## src/rtl/spi_cfg_sequencer.sv

```systemverilog
// spi_cfg_sequencer: holds a table of SPI configuration words and streams them,
// one transfer at a time, into the serializer's sdo valid/ready handshake.
// Reports busy, done and transfer-timeout abort to the control logic.
// Optional readback compare is compiled in when SPI_READBACK_EN is defined.
module spi_cfg_sequencer #(
  parameter int DATA_WIDTH   = 32,
  parameter int DEPTH        = 16,
  parameter int VALID_CYCLES = 2,
  parameter int GAP_CYCLES   = 4,
  parameter int TIMEOUT      = 1023
) (
  input  logic                     clk_i,
  input  logic                     rst_n,
  input  logic                     cfg_wr_en_i,
  input  logic [$clog2(DEPTH)-1:0] cfg_wr_addr_i,
  input  logic [DATA_WIDTH-1:0]    cfg_wr_data_i,
  input  logic                     start_i,
  input  logic [$clog2(DEPTH):0]   num_words_i,
  output logic                     busy_o,
  output logic                     done_o,
  output logic                     err_o,
  output logic [$clog2(DEPTH):0]   word_idx_o,
  output logic [DATA_WIDTH-1:0]    sdo_data_o,
  output logic                     sdo_valid_o,
  input  logic                     sdo_ready_i,
  output logic                     sdi_ready_o,
  input  logic [DATA_WIDTH-1:0]    sdi_data_i,
  input  logic                     sdi_valid_i,
  output logic                     mismatch_o
);

  localparam int AW        = $clog2(DEPTH);
  localparam int CNT_MAX_A = (VALID_CYCLES > GAP_CYCLES) ? VALID_CYCLES : GAP_CYCLES;
  localparam int CNT_MAX   = (TIMEOUT > CNT_MAX_A) ? TIMEOUT : CNT_MAX_A;
  localparam int CW        = $clog2(CNT_MAX + 1);

  typedef enum logic [3:0] {
    IDLE,
    PRESENT,
    RELEASE,
    SHIFT,
    GAP,
`ifdef SPI_READBACK_EN
    RB_REQ,
    RB_WAIT,
`endif
    DONE,
    ERROR
  } state_e;

  state_e                state_q, state_d;
  state_e                word_end_state;
  logic [CW-1:0]         cnt_q, cnt_d;
  logic [AW:0]           word_idx_q, word_idx_d;
  logic [AW:0]           num_words_q, num_words_d;
  logic [AW:0]           idx_inc;
  logic [AW:0]           nw_clamped;
  logic [DATA_WIDTH-1:0] mem [DEPTH];
  logic [DATA_WIDTH-1:0] cur_word;
  logic                  valid_last;
  logic                  gap_last;
  logic                  timed_out;
  logic                  show_data;

`ifdef SPI_READBACK_EN
  logic mismatch_q, mismatch_d;
`endif

  // The table is deliberately not reset; writes only land while no sequence runs
  always_ff @(posedge clk_i) begin
    if (cfg_wr_en_i && !busy_o) begin
      mem[cfg_wr_addr_i] <= cfg_wr_data_i;
    end
  end

  assign cur_word   = mem[word_idx_q[AW-1:0]];
  assign idx_inc    = word_idx_q + 1'b1;
  assign nw_clamped = (num_words_i > (AW+1)'(DEPTH)) ? (AW+1)'(DEPTH) : num_words_i;
  assign valid_last = (cnt_q == CW'(VALID_CYCLES - 1));
  assign gap_last   = (cnt_q == CW'(GAP_CYCLES - 1));
  assign timed_out  = (cnt_q >= CW'(TIMEOUT - 1));

  // Where a finished word goes next: straight to PRESENT/DONE when there is no gap
  always_comb begin
    word_end_state = GAP;
    if (GAP_CYCLES == 0) begin
      word_end_state = (idx_inc == num_words_q) ? DONE : PRESENT;
    end
  end

  // State, counter, index and flag registers
  always_ff @(posedge clk_i or negedge rst_n) begin
    if (!rst_n) begin
      state_q     <= IDLE;
      cnt_q       <= '0;
      word_idx_q  <= '0;
      num_words_q <= '0;
    end else begin
      state_q     <= state_d;
      cnt_q       <= cnt_d;
      word_idx_q  <= word_idx_d;
      num_words_q <= num_words_d;
    end
  end

`ifdef SPI_READBACK_EN
  // Sticky readback mismatch flag
  always_ff @(posedge clk_i or negedge rst_n) begin
    if (!rst_n) begin
      mismatch_q <= 1'b0;
    end else begin
      mismatch_q <= mismatch_d;
    end
  end
`endif

  // Next-state logic; the shared counter restarts on every state change
  always_comb begin
    state_d     = state_q;
    word_idx_d  = word_idx_q;
    num_words_d = num_words_q;
`ifdef SPI_READBACK_EN
    mismatch_d  = mismatch_q;
`endif
    case (state_q)
      IDLE, DONE, ERROR: begin
        state_d = IDLE;
        if (start_i) begin
          word_idx_d  = '0;
          num_words_d = nw_clamped;
`ifdef SPI_READBACK_EN
          mismatch_d  = 1'b0;
`endif
          state_d     = (nw_clamped == '0) ? DONE : PRESENT;
        end
      end
      PRESENT: begin
        if (valid_last) begin
          state_d = RELEASE;
        end
      end
      RELEASE: begin
        if (sdo_ready_i) begin
          state_d = SHIFT;
        end else if (timed_out) begin
          state_d = ERROR;
        end
      end
      SHIFT: begin
        if (!sdo_ready_i) begin
`ifdef SPI_READBACK_EN
          state_d = RB_REQ;
`else
          word_idx_d = idx_inc;
          state_d    = word_end_state;
`endif
        end else if (timed_out) begin
          state_d = ERROR;
        end
      end
`ifdef SPI_READBACK_EN
      RB_REQ: begin
        state_d = RB_WAIT;
      end
      RB_WAIT: begin
        if (sdi_valid_i) begin
          if (sdi_data_i != cur_word) begin
            mismatch_d = 1'b1;
          end
          word_idx_d = idx_inc;
          state_d    = word_end_state;
        end else if (timed_out) begin
          state_d = ERROR;
        end
      end
`endif
      GAP: begin
        if (gap_last) begin
          state_d = (word_idx_q == num_words_q) ? DONE : PRESENT;
        end
      end
      default: begin
        state_d = IDLE;
      end
    endcase

    if (state_d != state_q) begin
      cnt_d = '0;
    end else if (cnt_q == CW'(CNT_MAX)) begin
      cnt_d = cnt_q;
    end else begin
      cnt_d = cnt_q + 1'b1;
    end
  end

`ifdef SPI_READBACK_EN
  assign show_data   = (state_q inside {PRESENT, RELEASE, SHIFT, RB_REQ, RB_WAIT});
  assign sdi_ready_o = (state_q == RB_REQ);
  assign mismatch_o  = mismatch_q;
`else
  logic unused_sdi;
  assign unused_sdi  = ^{sdi_valid_i, sdi_data_i};
  assign show_data   = (state_q inside {PRESENT, RELEASE, SHIFT});
  assign sdi_ready_o = 1'b0;
  assign mismatch_o  = 1'b0;
`endif

  assign busy_o      = !(state_q inside {IDLE, DONE, ERROR});
  assign done_o      = (state_q == DONE);
  assign err_o       = (state_q == ERROR);
  assign sdo_valid_o = (state_q == PRESENT);
  assign sdo_data_o  = show_data ? cur_word : '0;
  assign word_idx_o  = word_idx_q;

endmodule

```

## config.mk

```make
export PLATFORM = sky130hd
export DESIGN_NAME = spi_cfg_sequencer
export DESIGN_NICKNAME = d
export VERILOG_FILES = /design/src/rtl/spi_cfg_sequencer.sv
export SDC_FILE = /design/constraint.sdc
export NUM_CORES = 1
export LEC_CHECK = 0
export CAP_MARGIN = 20
export CORE_MARGIN = 2
export CORE_UTILIZATION = 54
export DETAILED_ROUTE_END_ITERATION = 6
export PLACE_DENSITY_LB_ADDON = 0.2
export SYNTH_ARGS = -nofsm -noshare
export SYNTH_HDL_FRONTEND = slang
export SYNTH_SLANG_ARGS = --single-unit
```

## constraint.sdc

```tcl
create_clock -name clk_i -period 4.05 [get_ports clk_i]
set_clock_uncertainty 0.15 [all_clocks]
set_input_delay 0.6075 -clock clk_i [delete_from_list [all_inputs] [get_ports clk_i]]
set_output_delay 0.6075 -clock clk_i [all_outputs]
set_load 0.01 [all_outputs]
```

# Yosys cells after proc, flatten, opt, wreduce, memory -nomap -nowiden
# Memories as Yosys holds them, arrays and structs flattened.
# Cells that the tools add are included.
# word_totals
out_inout_bits	43
ramBits	512
n_memories	1
in_bits	79
register_bits	24
# memory_table
memory	words	width	rd	rd_clocked_by_memory_dff	wr	line_no	rtl
mem	16	32	1	0	1	58	logic [DATA_WIDTH-1:0] mem [DEPTH];
# classes
n_reduce_logical	10
muxes	18
n_lt_le_gt_ge	2
eq_ne	14
add_sub_neg	2
# op_table
cell	count
$mux 32	1
$mux 10	2
$mux 4	5
$pmux 4 s5	1
$mux 5	3
$eq 4x3->1 const B	3
$add 10x1->10 const B	1
$eq 10x1->1 const B	1
$eq 10x10->1 const B	1
$eq 10x2->1 const B	1
$ge 10x10->1 const B	1
$pmux 5 s2	1
$mux 3	3
$eq 4x2->1 const B	2
$ne 2x2->1 const B	3
$reduce_bool 3->1	2
$add 5x1->5 const B	1
$eq 5x5->1	1
$gt 5x5->1 const B	1
$logic_not 5->1	1
$eq 4x1->1 const B	1
$logic_not 4->1	1
$ne 4x4->1	1
$reduce_and 3->1	1
other kinds (6)	7

# Depth between registers and ports, before layout
# Gate-level depths: netlist of run 1.
# logic_depth
word_depth	8
depth_mapped	8
mapped_depth_nobuf	8

# Least setup slack after synthesis of run 1
# No wires, ideal clock.
# synth_timing
path_kind	reg2reg
start	reg state_q[0]
end	mem mem[0][0] (enable)
path_stages_with_launch	7
slack_ns	-0.081
setup_time_ns	0.461
required_ns	3.439
t_arrival_ns	3.520
path_buffers	1
cell_sequence	dfrtp_1 buf_4 o21bai_1 o211a_4 nand2_1 or3_1 nor3_1
# synth_between
elab_chain_cells	5
word_cells_on_any_way	7
cone_classes	eq/ne: 2; mux: 2; reduce/logical: 3
# synth_lines
element	line_no	rtl
start: declaration	51	state_e state_q, state_d;
start signal: assignment	99	state_q <= state_d;
$eq 4x3->1 / $logic_not 4->1 (equally long branches)	208	assign busy_o = !(state_q inside {IDLE, DONE, ERROR});
$reduce_bool 3->1 (*)	208	
$logic_and 1x1->1 (*)	71	if (cfg_wr_en_i && !busy_o) begin
$mux 1 (*)	71	
$mux 1 (not written as such) (*)	72	mem[cfg_wr_addr_i] <= cfg_wr_data_i;
end: declaration	58	
# Mark *: on every way between the ends. The rest lies on a longest branch, timed or not.

# Final worst setup path of run 1
# layout_timing
start	reg word_idx_q[1], in the netlist word_idx_o[1]
end	out sdo_data_o[19]
# layout_between
elab_chain_cells	2
# layout_lines
element	line_no	rtl
start: declaration	54	logic [AW:0] word_idx_q, word_idx_d;
start signal: assignment	101	word_idx_q <= word_idx_d;
$mem_v2 16x32	--	
$mux 32	212	assign sdo_data_o = show_data ? cur_word : '0;
end: declaration	23	output logic [DATA_WIDTH-1:0] sdo_data_o,
# No other way between the ends.

==> results of run 1 <==
-- repair_timing --
action,in CTS,in global routing
setup endpoints to repair,22,20
gates cloned,1,0
hold buffers,0,0
setup buffers,4,0
hold endpoints to repair,0,0
resized for setup,1,12
-- worst max-delay path, stage by stage, from the launching register on --
cell,delay (ns)
sky130_fd_sc_hd__dfrtp_4,0.64
sky130_fd_sc_hd__buf_12,0.34
sky130_fd_sc_hd__mux4_2,0.37
sky130_fd_sc_hd__mux4_2,0.49
sky130_fd_sc_hd__nor2b_1,0.16
sky130_fd_sc_hd__clkdlybuf4s50_1,0.53
-- worst max path at each step --
stage	startpoint	end	cells after the start
final	word_idx_o[1]	sdo_data_o[19]	5
after global routing	word_idx_o[0]	sdo_data_o[8]	6
after CTS	word_idx_o[0]	sdo_data_o[10]	6
after detailed placement	word_idx_o[0]	sdo_data_o[29]	5
after global placement	word_idx_o[0]	sdo_data_o[29]	5
after floorplan	state_q[0]	mem[1][0]	7
-- cells by family (layout without fill, tap and decap cells) --
group | count (synthesis) | in the layout | share of synthesized area (%)
buf+inv | 58 | 233 | 1.35
simple gates | 144 | 144 | 3.99
mux | 161 | 161 | 17.2
compound gates | 20 | 20 | 0.965
other cells | 1 | 4 | 0.0178
fa+ha+maj | 4 | 4 | 0.237
flops | 536 | 536 | 75.6
xor+xnor | 15 | 15 | 0.657
-- final cells by class --
cell class	count	area, sq um	share of cell area [%]
Timing Repair Buffer	128	1410	5.68
Antenna cell	1	2.50	0.0101
Sequential cell	536	16000	64.5
Clock buffer	68	1430	5.75
Clock inverter	31	309	1.25
Tap cell	518	648	2.61
Inverter	6	22.5	0.0908
Multi-Input combinational cell	347	4990	20.1
-- state kept, by name, indices dropped and copies added, names as in the netlist --
register and flops:
cnt_q 10, num_words_q 5, mem 512, state_q 4, word_idx_o 5
-- Yosys cell counts (7+ instances only) --
cell type / n
sky130_fd_sc_hd__buf_1: 11
sky130_fd_sc_hd__buf_2: 9
sky130_fd_sc_hd__buf_4: 13
sky130_fd_sc_hd__clkbuf_1: 18
sky130_fd_sc_hd__dfrtp_1: 24
sky130_fd_sc_hd__edfxtp_1: 512
sky130_fd_sc_hd__mux4_2: 160
sky130_fd_sc_hd__nand2_1: 23
sky130_fd_sc_hd__nand3_1: 12
sky130_fd_sc_hd__nand4_1: 15
sky130_fd_sc_hd__nor2_1: 24
sky130_fd_sc_hd__nor2b_1: 32
sky130_fd_sc_hd__nor3_2: 8
sky130_fd_sc_hd__o21ai_0: 7
sky130_fd_sc_hd__xnor2_1: 7
sky130_fd_sc_hd__xor2_1: 7
-- cells in the final DEF, fill, tap and decap left out, types with 3 or more instances in the layout --
master,count
sky130_fd_sc_hd__inv_6,3
sky130_fd_sc_hd__bufinv_16,6
sky130_fd_sc_hd__dfrtp_1,20
sky130_fd_sc_hd__edfxtp_1,512
sky130_fd_sc_hd__xnor2_1,7
sky130_fd_sc_hd__buf_6,3
sky130_fd_sc_hd__clkbuf_1,13
sky130_fd_sc_hd__nor2b_1,32
sky130_fd_sc_hd__xor2_1,7
sky130_fd_sc_hd__nand2_1,23
sky130_fd_sc_hd__a21oi_1,3
sky130_fd_sc_hd__clkinv_1,11
sky130_fd_sc_hd__nor2_1,12
sky130_fd_sc_hd__or3_1,3
sky130_fd_sc_hd__buf_4,25
sky130_fd_sc_hd__dfrtp_4,3
sky130_fd_sc_hd__nand3b_1,4
sky130_fd_sc_hd__clkinv_2,9
sky130_fd_sc_hd__buf_12,10
sky130_fd_sc_hd__clkbuf_16,55
sky130_fd_sc_hd__buf_16,4
sky130_fd_sc_hd__conb_1,3
sky130_fd_sc_hd__nor4_2,3
sky130_fd_sc_hd__nor2_4,12
sky130_fd_sc_hd__nor3_2,11
sky130_fd_sc_hd__ha_1,4
sky130_fd_sc_hd__o21ai_0,7
sky130_fd_sc_hd__clkdlybuf4s50_1,80
sky130_fd_sc_hd__mux4_2,160
sky130_fd_sc_hd__dlymetal6s2s_1,6
sky130_fd_sc_hd__inv_1,5
sky130_fd_sc_hd__nand3_1,12
sky130_fd_sc_hd__nand4_1,15
-- power groups by stage --
stage | logic [mW] | registers [mW] | clock network [mW]
2_1_floorplan | 0.564 | 6.31 | 0
3_3_place_gp | 0.891 | 6.33 | 0
3_5_place_dp | 0.898 | 6.34 | 0
4_1_cts | 0.934 | 6.21 | 4.96
5_1_grt | 0.998 | 6.22 | 5.19
6_report | 0.926 | 6.21 | 4.87
-- layer usage --
layer	vias up	wire [microns]	share of wire, %	global-route usage [%]
met1	5320	18400	43	31.8
met2	343	20900	49	33.7
met4	2	766	1.8	5.44
li1	4217	-	-	-
met5	-	13	0.030	0
met3	69	2920	6.8	4.64
-- stage by stage --
stage | area, sq um | hold WS, ns
6_report | 24800 | 0.159
5_1_grt | 24800 | 0.170
4_1_cts | 24700 | 0.344
3_5_place_dp | 22900 | 0.332
3_3_place_gp | 22900 | 0.327
2_1_floorplan | 21100 | 0.162
==> summary.md, run 1 <==
| Metric | Value |
|---|---|
| Result of the run | `complete, no violations` |
| Buffers from clock root to sink, at most | `3` |
| Syn. warnings | `0` |
| Synthesized netlist cell count | `939` |
| Reg clk slew, reported paths | `0.06 ns` |
| Switching share of total power | `21.1%` |
| Number of design-rule violations left by the first detailed-router iteration | `1006` |
| Vias in the first global route | `around 10000` |
| Leakage component of the power | `about 7.7 nW` |
| Placeable core region | `0.0386 sq mm` |
| Antenna violations before repair | `2` |
| Mean routed wirelength per cell | `26.3 microns` |
| Die X-Extent | `approximately 200 microns` |
| Antenna Nets Post-Route | `0` |
| Period utilisation layout | `97.0%` |
| GRT Total Usage | `21.6%` |
| Minimum setup slack among reg-to-reg paths | `1.15 ns` |
| Post-Syn Area per Cell | `between 20 and 25 sq um` |
| Cell type contributing the most total cell area after synthesis | `sky130_fd_sc_hd__edfxtp_1` |
| Residual DRC count | `0` |
| Post-synth top area share | `72.8%` |
| Startpoint of the worst register-to-register path | `state_q[2]` |
| Unrepaired setup endpoints after global routing | `yes` |
| Post-layout utilization of the core | `between 60 and 70%` |
| Max_slew headroom | `a little over half` |
| Total count of hold-check failures in the final report | `0` |
| Detailed placement HPWL | `22.1 mm` |
| Worst Setup End Kind | `output pin` |
| Post-route insts no fill | `1635` |
| Slew at the pin with the worst max-slew slack | `between 0.6 and 0.7 ns` |
| Worst-case setup margin in the final layout | `0.121 ns` |
| Area contributors post-synth | `sky130_fd_sc_hd__edfxtp_1 (73%), sky130_fd_sc_hd__mux4_2 (17%), sky130_fd_sc_hd__dfrtp_1 (2.8%), sky130_fd_sc_hd__nor2b_1 (0.95%), sky130_fd_sc_hd__buf_4 (0.46%)` |
| Cts bufs inserted | `between 50 and 60` |
| Number of synthesized flops with an enable pin | `just over 500` |
| Prevailing post-synth register cell | `sky130_fd_sc_hd__edfxtp_1` |
| Max rail drop VDD | `0.368 mV` |
| Area added between synthesis and finish | `17.4%` |
| Global route overflow | `0` |
| Proportion of layout cells with a drive suffix above 1 | `about 29%` |
| Starting density of the core | `54.7%` |
| Total length of routed wires | `43.0 mm` |
| Achievable Freq | `roughly 250 MHz` |
| Flop pwr share | `51.7%` |
| Clk Latency, worst-skew pair | `a little under 0.6 ns` |
| Reported max-cap violation count | `0` |
| Worst flop-to-flop path endpoint | `mem[12][11]` |
| Synthesized flop and latch total | `~540` |
| Die Height | `between 200 and 250 microns` |
| Pin count of the biggest net entering global routing | `49` |
| CP startpoint kind | `register` |
| Worst slack, placed | `around 0.55 ns` |
| Number of top-level pins | `122` |
| CTS Root Buffer Type | `sky130_fd_sc_hd__clkbuf_16` |
| Maximum fanout encountered on the critical timing path | `48` |
| Number of I/O port buffers | `86` |
| P_sw | `2.53 mW` |
| Final number of max-transition violations | `0` |
| Count of cell types in the netlist | `45` |
| Number of clock sinks seen by CTS | `536` |
| Worst min-delay path category | `in2async` |
| Final critical-path required period | `around 4 ns` |
| Post-Synthesis Cell Area | `0.0211 sq mm` |
| Clock share of power | `40.5%` |
| Length in cells of the worst reg-to-reg path | `6` |
| Total die area | `0.0407 sq mm` |
| Total Neg Setup Slack | `0 ns` |
| Share of power burned in combinational logic | `7.7%` |
| Placed Cells incl. Taps | `around 1500` |
| Routability congestion estimate from global placement | `roughly 0.79` |
| Overall power consumption | `12.0 mW` |
| H-tree level count | `2` |
| TritonCTS clock tree | `done` |
| Count of TritonRoute iterations in the first routing pass | `5` |
| Data arrival time of the critical path | `approximately 3.2 ns` |
| Global-route wire length before repair | `63.8 mm` |
| Worst EP required | `~3.3 ns` |
| Routed via count | `9951` |
| Number of fill cells in the layout | `2559` |
| Detail-routed via count per cell | `6.09` |
| Total number of nets in the final design | `1155` |
| Power density normalized to cell area | `484 mW/mm^2` |
| Num rows | `72` |
| Final setup violating endpoints | `0` |
| Async S/R FF share, synth | `4.48%` |
| Proportion of synthesized chip area in sequential cells | `75.6%` |
| Critical path start-end classification | `reg2out` |
| Total internal power | `9.48 mW` |
(Power assumes the default switching activity.)
==> run 2: changes to the inputs <==
- CORE_UTILIZATION: 54 -> 55
- clock period: 4.05 -> 4.6 ns (I/O delays scaled with it)
==> run 2 against run 1 <==
Against the previous run:
- worst hold slack improved by 0.16 ns
- largest cell class unchanged
- highest routed layer is now met4
- global-route usage rose by 1.2 points
- die area fell by 1.8%
- critical path depth did not move
- critical path type unchanged
- power fell by 14%
- via count fell by 1.0%
==> summary.md, run 2 (synthesized netlist as in run 1, its figures left out) <==
| Metric | Value |
|---|---|
| Global route overflow | `0` |
| Routed via count | `roughly 9900` |
| Critical path start-end classification | `reg2out` |
| Total number of nets in the final design | `1152` |
| Cts bufs inserted | `53` |
| Final number of max-transition violations | `0` |
| Max rail drop VDD | `between 0.2 and 0.3 mV` |
| Count of TritonRoute iterations in the first routing pass | `4` |
| Routability congestion estimate from global placement | `between 0.7 and 0.8` |
| Slew at the pin with the worst max-slew slack | `0.810 ns` |
| Data arrival time of the critical path | `approximately 3.4 ns` |
| Length in cells of the worst reg-to-reg path | `6` |
| Reg clk slew, reported paths | `roughly 0.06 ns` |
| Vias in the first global route | `9895` |
| Post-layout utilization of the core | `65.0%` |
| Residual DRC count | `0` |
| Die Height | `200 microns` |
| H-tree level count | `2` |
| Total length of routed wires | `43.4 mm` |
| Leakage component of the power | `about 7.5 nW` |
| Total count of hold-check failures in the final report | `0` |
| Number of top-level pins | `between 100 and 150` |
| Worst EP required | `3.76 ns` |
| Number of clock sinks seen by CTS | `536` |
| Worst Setup End Kind | `output pin` |
| CTS Root Buffer Type | `sky130_fd_sc_hd__clkbuf_16` |
| Most common cell after layout, fill and taps aside | `sky130_fd_sc_hd__edfxtp_1` |
| Number of flip-flops in the largest register | `approximately 510` |
| Placed Cells incl. Taps | `1524` |
| Result of the run | `complete, no violations` |
| CP startpoint kind | `register` |
| Total Neg Setup Slack | `0 ns` |
| Maximum fanout encountered on the critical timing path | `33` |
| TritonCTS clock tree | `done` |
| Post-route insts no fill | `1623` |
| Register with the most flip-flops | `mem` |
| CP startpoint | `word_idx_o[0]` |
| Total die area | `0.0400 sq mm` |
| Startpoint of the worst register-to-register path | `state_q[2]` |
| Unrepaired setup endpoints after global routing | `no` |
| Max_slew headroom | `between 40 and 50%` |
| Placeable core region | `0.0378 sq mm` |
| Critical Path Sink | `sdo_data_o[4]` |
| Minimum setup slack among reg-to-reg paths | `1.54 ns` |
| Antenna violations before repair | `1` |
| Worst min-delay path category | `in2async` |
| Power density normalized to cell area | `between 400 and 500 mW/mm^2` |
| Clk Latency, worst-skew pair | `0.58 ns` |
| Mean routed wirelength per cell | `26.7 microns` |
| Achievable Freq | `238 MHz` |
| Period utilisation layout | `between 90% and 100%` |
| GRT Total Usage | `between 20 and 25%` |
| Commonest non-fill, non-tap cells in the layout | `sky130_fd_sc_hd__edfxtp_1 (512), sky130_fd_sc_hd__mux4_2 (160), sky130_fd_sc_hd__clkdlybuf4s50_1 (86), sky130_fd_sc_hd__clkbuf_16 (55), sky130_fd_sc_hd__nor2b_1 (32)` |
| Number of fill cells in the layout | `2452` |
| Area added between synthesis and finish | `16.1%` |
| Number of I/O port buffers | `86` |
| Worst slack on hold paths | `roughly 0.32 ns` |
| Detail-routed via count per cell | `6.07` |
| Num rows | `71` |
| Reported max-cap violation count | `0` |
| Antenna Nets Post-Route | `0` |
| Worst flop-to-flop path endpoint | `mem[8][9]` |
| Buffers from clock root to sink, at most | `3` |
| Starting density of the core | `56.0%` |
| Registers with the most flip-flops | `mem: 512 flops, cnt_q: 10 flops` |
| Final setup violating endpoints | `0` |
| Number of design-rule violations left by the first detailed-router iteration | `slightly above 1000` |
| Final critical-path required period | `4.21 ns` |
| Global-route wire length before repair | `between 60 and 70 mm` |
| Proportion of layout cells with a drive suffix above 1 | `27.9%` |
| Pin count of the biggest net entering global routing | `39` |
| Detailed placement HPWL | `around 23 mm` |
| Die X-Extent | `200 microns` |
-- run 2: changes by cell type in the layout (fill, tap and decap cells not counted), moves of 2 or more --
cell                              before  now
sky130_fd_sc_hd__clkinv_1             11   17
sky130_fd_sc_hd__inv_6                 3    1
sky130_fd_sc_hd__buf_4                25   28
sky130_fd_sc_hd__dlymetal6s2s_1        6    0
sky130_fd_sc_hd__clkdlybuf4s50_1      80   86
sky130_fd_sc_hd__buf_16                4    0
sky130_fd_sc_hd__bufinv_16             6    2
sky130_fd_sc_hd__buf_6                 3    0
-- run 2: worst max-delay path: stages, from the launching register on --
cell and delay (ns):
sky130_fd_sc_hd__dfrtp_4 0.70, sky130_fd_sc_hd__buf_12 0.34, sky130_fd_sc_hd__mux4_2 0.55, sky130_fd_sc_hd__mux4_2 0.50
sky130_fd_sc_hd__nor2b_1 0.17, sky130_fd_sc_hd__clkdlybuf4s50_1 0.52
-- run 2: through the flow --
step / setup WS [ns] / power [mW] / area, sq um
finish: 0.394 / 10.3 / 24500
global route: 0.244 / 10.6 / 24500
CTS: 0.0584 / 10.4 / 24500
detailed placement: 0.705 / 6.37 / 22900
global placement: 0.713 / 6.35 / 22900
floorplan: 0.469 / 6.05 / 21100
-- run 2: area by class of cell --
cell class | count | area (sq um) | share of cell area, %
diodes | 1 | 2.50 | 0.0102
clock buffers | 67 | 1420 | 5.79
clock inverters | 30 | 188 | 0.765
inverters | 6 | 22.5 | 0.0918
multi-input cells | 347 | 4980 | 20.3
flip-flops and latches | 536 | 16000 | 65.2
well taps | 511 | 639 | 2.61
repair buffers | 125 | 1290 | 5.26
-- run 2: how the worst min path moves through the flow --
stage                     slack, ns              to  cells after the start      startpoint
final                          0.32   word_idx_o[4]                      2           rst_n
after detailed placement       0.33  num_words_q[2]                      2  num_words_q[2]
after floorplan                0.24        cnt_q[0]                      0           rst_n
after global routing           0.35  num_words_q[1]                      2           rst_n
after global placement         0.33  num_words_q[2]                      2  num_words_q[2]
after CTS                      0.30   word_idx_o[4]                      2           rst_n
-- run 2: routing by layer --
metal / share of wire [%] / GRT usage [%]
met1: 43 / 33.9
met2: 49 / 35.9
met3: 6.6 / 4.13
met4: 1.6 / 5.27
met5: 0 / 0
-- run 2: what timing repair did --
item | in CTS | in global routing
resized for setup | 0 | 0
buffers inserted | 0 | 1
hold buffers | 0 | 0
setup endpoints to repair | 0 | 1
-- run 2: power by group --
group          leakage (nW)  internal (mW)  switching, mW
clock network         0.783           2.28           1.72
registers              4.93           5.42         0.0571
logic                  1.82          0.380          0.402
total                  7.52           8.09           2.18
==> run 3: changes to the inputs <==
- REMOVE_ABC_BUFFERS: not set -> 1
==> run 3 against run 2 <==
Against the previous run:
- core utilization is 0.12 points lower
- critical path type unchanged
- sequential share of layout area rose by 0.12 points
- via count rose by 0.42%
- highest routed layer unchanged
- final cell count down 0.12%
- largest cell class unchanged
==> summary.md, run 3 (synthesized netlist as in run 1, its figures left out) <==
| Metric | Value |
|---|---|
| Routed via count | `9892` |
| Total number of nets in the final design | `1155` |
| CP startpoint | `word_idx_o[0]` |
| Detailed placement HPWL | `23.6 mm` |
| Antenna violations before repair | `0` |
| Total count of hold-check failures in the final report | `0` |
| Register with the most flip-flops | `mem` |
| Worst min-delay path category | `in2async` |
| Worst flop-to-flop path endpoint | `mem[11][17]` |
| Registers with the most flip-flops | `mem: 512 flops, cnt_q: 10 flops` |
| Final number of max-transition violations | `0` |
| Critical path's slowest cell | `sky130_fd_sc_hd__dfrtp_4` |
| Number of resized instances in the post-cts repair step | `0` |
| P_sw | `2.19 mW` |
| CTS Root Buffer Type | `sky130_fd_sc_hd__clkbuf_16` |
| Mean routed wirelength per cell | `26.6 microns` |
| Global-route wire length before repair | `around 64 mm` |
| Number of I/O port buffers | `86` |
| Final critical-path required period | `4.24 ns` |
| Post-CTS Repair Setup Buffers | `0` |
| Power density normalized to cell area | `418 mW/mm^2` |
| Number of clock sinks seen by CTS | `536` |
| Num rows | `between 70 and 80` |
| Proportion of layout cells with a drive suffix above 1 | `roughly 28%` |
| Unrepaired setup endpoints after global routing | `no` |
| Buffers plus inverters on the worst setup path | `2` |
| Share of power burned in combinational logic | `7.6%` |
| CP startpoint kind | `register` |
| Period utilisation layout | `92.1%` |
| Ant. Diodes | `0` |
| Die X-Extent | `~200 microns` |
| TritonCTS clock tree | `done` |
| Worst-case setup margin in the final layout | `0.362 ns` |
| Worst slack, placed | `0.734 ns` |
| Max_slew headroom | `between 30% and 40%` |
| Total internal power | `8.04 mW` |
| Cts bufs inserted | `53` |
| Number of design-rule violations left by the first detailed-router iteration | `around 800` |
| CP most frequent cell | `sky130_fd_sc_hd__mux4_2` |
| Total length of routed wires | `between 40 and 50 mm` |
| Commonest non-fill, non-tap cells in the layout | `sky130_fd_sc_hd__edfxtp_1 (512), sky130_fd_sc_hd__mux4_2 (160), sky130_fd_sc_hd__clkdlybuf4s50_1 (86), sky130_fd_sc_hd__clkbuf_16 (54), sky130_fd_sc_hd__buf_4 (34)` |
| Starting density of the core | `56.0%` |
| Flop pwr share | `53.6%` |
| Number of top-level pins | `roughly 120` |
| Slew at the pin with the worst max-slew slack | `0.955 ns` |
| Startpoint of the worst register-to-register path | `state_q[2]` |
| Clk Latency, worst-skew pair | `0.58 ns` |
| Count of TritonRoute iterations in the first routing pass | `5` |
| Post-layout utilization of the core | `64.9%` |
| Critical Path Sink | `sdo_data_o[21]` |
| Residual DRC count | `0` |
| Detail-routed via count per cell | `6.10` |
| Worst EP required | `~3.8 ns` |
| Switching share of total power | `between 20% and 30%` |
| Reg clk slew, reported paths | `0.06 ns` |
| Critical path's top delay family | `multiplexers` |
| Critical path start-end classification | `reg2out` |
| Max rail drop VDD | `0.313 mV` |
| Achievable Freq | `236 MHz` |
| Worst Setup End Kind | `output pin` |
| Length in cells of the worst reg-to-reg path | `5` |
| Number of fill cells in the layout | `2458` |
| Die Height | `200 microns` |
| Worst path cell trace | `buf_4 -> mux4_2 -> mux4_2 -> nor2b_1 -> clkdlybuf4s50_1` |
| Most common cell after layout, fill and taps aside | `sky130_fd_sc_hd__edfxtp_1` |
| Antenna Nets Post-Route | `0` |
| Pin count of the biggest net entering global routing | `35` |
| Maximum fanout encountered on the critical timing path | `16` |
| Leakage component of the power | `about 7.5 nW` |
| Area added between synthesis and finish | `15.9%` |
| Buffers from clock root to sink, at most | `3` |
| Worst slack on hold paths | `roughly 0.32 ns` |
| Clock share of power | `38.8%` |
| Critical path depth in cells | `5` |
| Placeable core region | `between 0.03 and 0.04 sq mm` |
| Post-CTS Hold Buffers | `0` |
| Data arrival time of the critical path | `roughly 3.4 ns` |
| Final setup violating endpoints | `0` |
| Total die area | `about 0.040 sq mm` |
| Vias in the first global route | `between 9000 and 10000` |
| Reported max-cap violation count | `0` |
| Number of flip-flops in the largest register | `512` |
| H-tree level count | `2` |
| Routability congestion estimate from global placement | `0.777` |
| GRT Total Usage | `22.5%` |
| Global route overflow | `0` |
| Minimum setup slack among reg-to-reg paths | `1.55 ns` |
| Result of the run | `complete, no violations` |
| Delay of the slowest cell on the worst path | `between 0.6 and 0.7 ns` |
run 3: changes by cell type in the layout (fill, tap and decap cells not counted), sizes merged:
cell	change
clkbuf	-4
inv	+1
clkinvlp	-2
buf	+3
diode	-1
clkinv	+1
run 3: routing by layer:
| layer | up-vias | wire length, microns | GRT usage, % |
|---|---|---|---|
| li1 | 4202 | - | - |
| met1 | 5308 | 18300 | 33.1 |
| met2 | 324 | 21200 | 36.0 |
| met3 | 58 | 2850 | 4.03 |
| met4 | 0 | 726 | 5.24 |
| met5 | - | 0 | 0 |
run 3: power by group through the flow:
stage,Combinational (mW),Clock [mW],Sequential [mW]
after floorplan,0.448,0,5.62
after global placement,0.768,0,5.59
after detailed placement,0.781,0,5.59
after CTS,0.784,4.06,5.49
after global routing,0.844,4.23,5.49
final,0.782,3.97,5.48
run 3: how the worst min path moves through the flow:
stage,from,to,slack [ns],depth (start not counted)
detailed placement,num_words_q[2],num_words_q[2],0.34,2
CTS,rst_n,num_words_q[1],0.31,2
floorplan,rst_n,cnt_q[0],0.24,0
global route,rst_n,word_idx_o[4],0.35,2
finish,rst_n,word_idx_o[4],0.32,2
global placement,num_words_q[1],num_words_q[1],0.33,2
run 3: layout make-up:
cell class / instances / area, sq um / area share, %
repair buffers: 128 / 1280 / 5.21
clock inverters: 30 / 196 / 0.802
multi-input cells: 347 / 4980 / 20.4
well taps: 511 / 639 / 2.61
clock buffers: 63 / 1390 / 5.66
flip-flops and latches: 536 / 16000 / 65.3
inverters: 6 / 22.5 / 0.0920
run 3: worst reg2reg max path, cell delays in order, from the launching register on:
cell	delay (ns)
sky130_fd_sc_hd__dfrtp_1	0.60
sky130_fd_sc_hd__o21bai_1	0.20
sky130_fd_sc_hd__o211a_4	0.24
sky130_fd_sc_hd__nand4_1	0.40
sky130_fd_sc_hd__nor2_4	0.59
sky130_fd_sc_hd__buf_4	0.51
run 3: per-stage QoR:
step           power (mW)  cell area, sq um  setup TNS (ns)  instances
3_5_place_dp         6.37             22900               0       1527
3_3_place_gp         6.35             22900               0       1527
4_1_cts              10.3             24500               0       1620
2_1_floorplan        6.07             20900         -112.11        889
5_1_grt              10.6             24500               0       1621
6_report             10.2             24500               0       1621
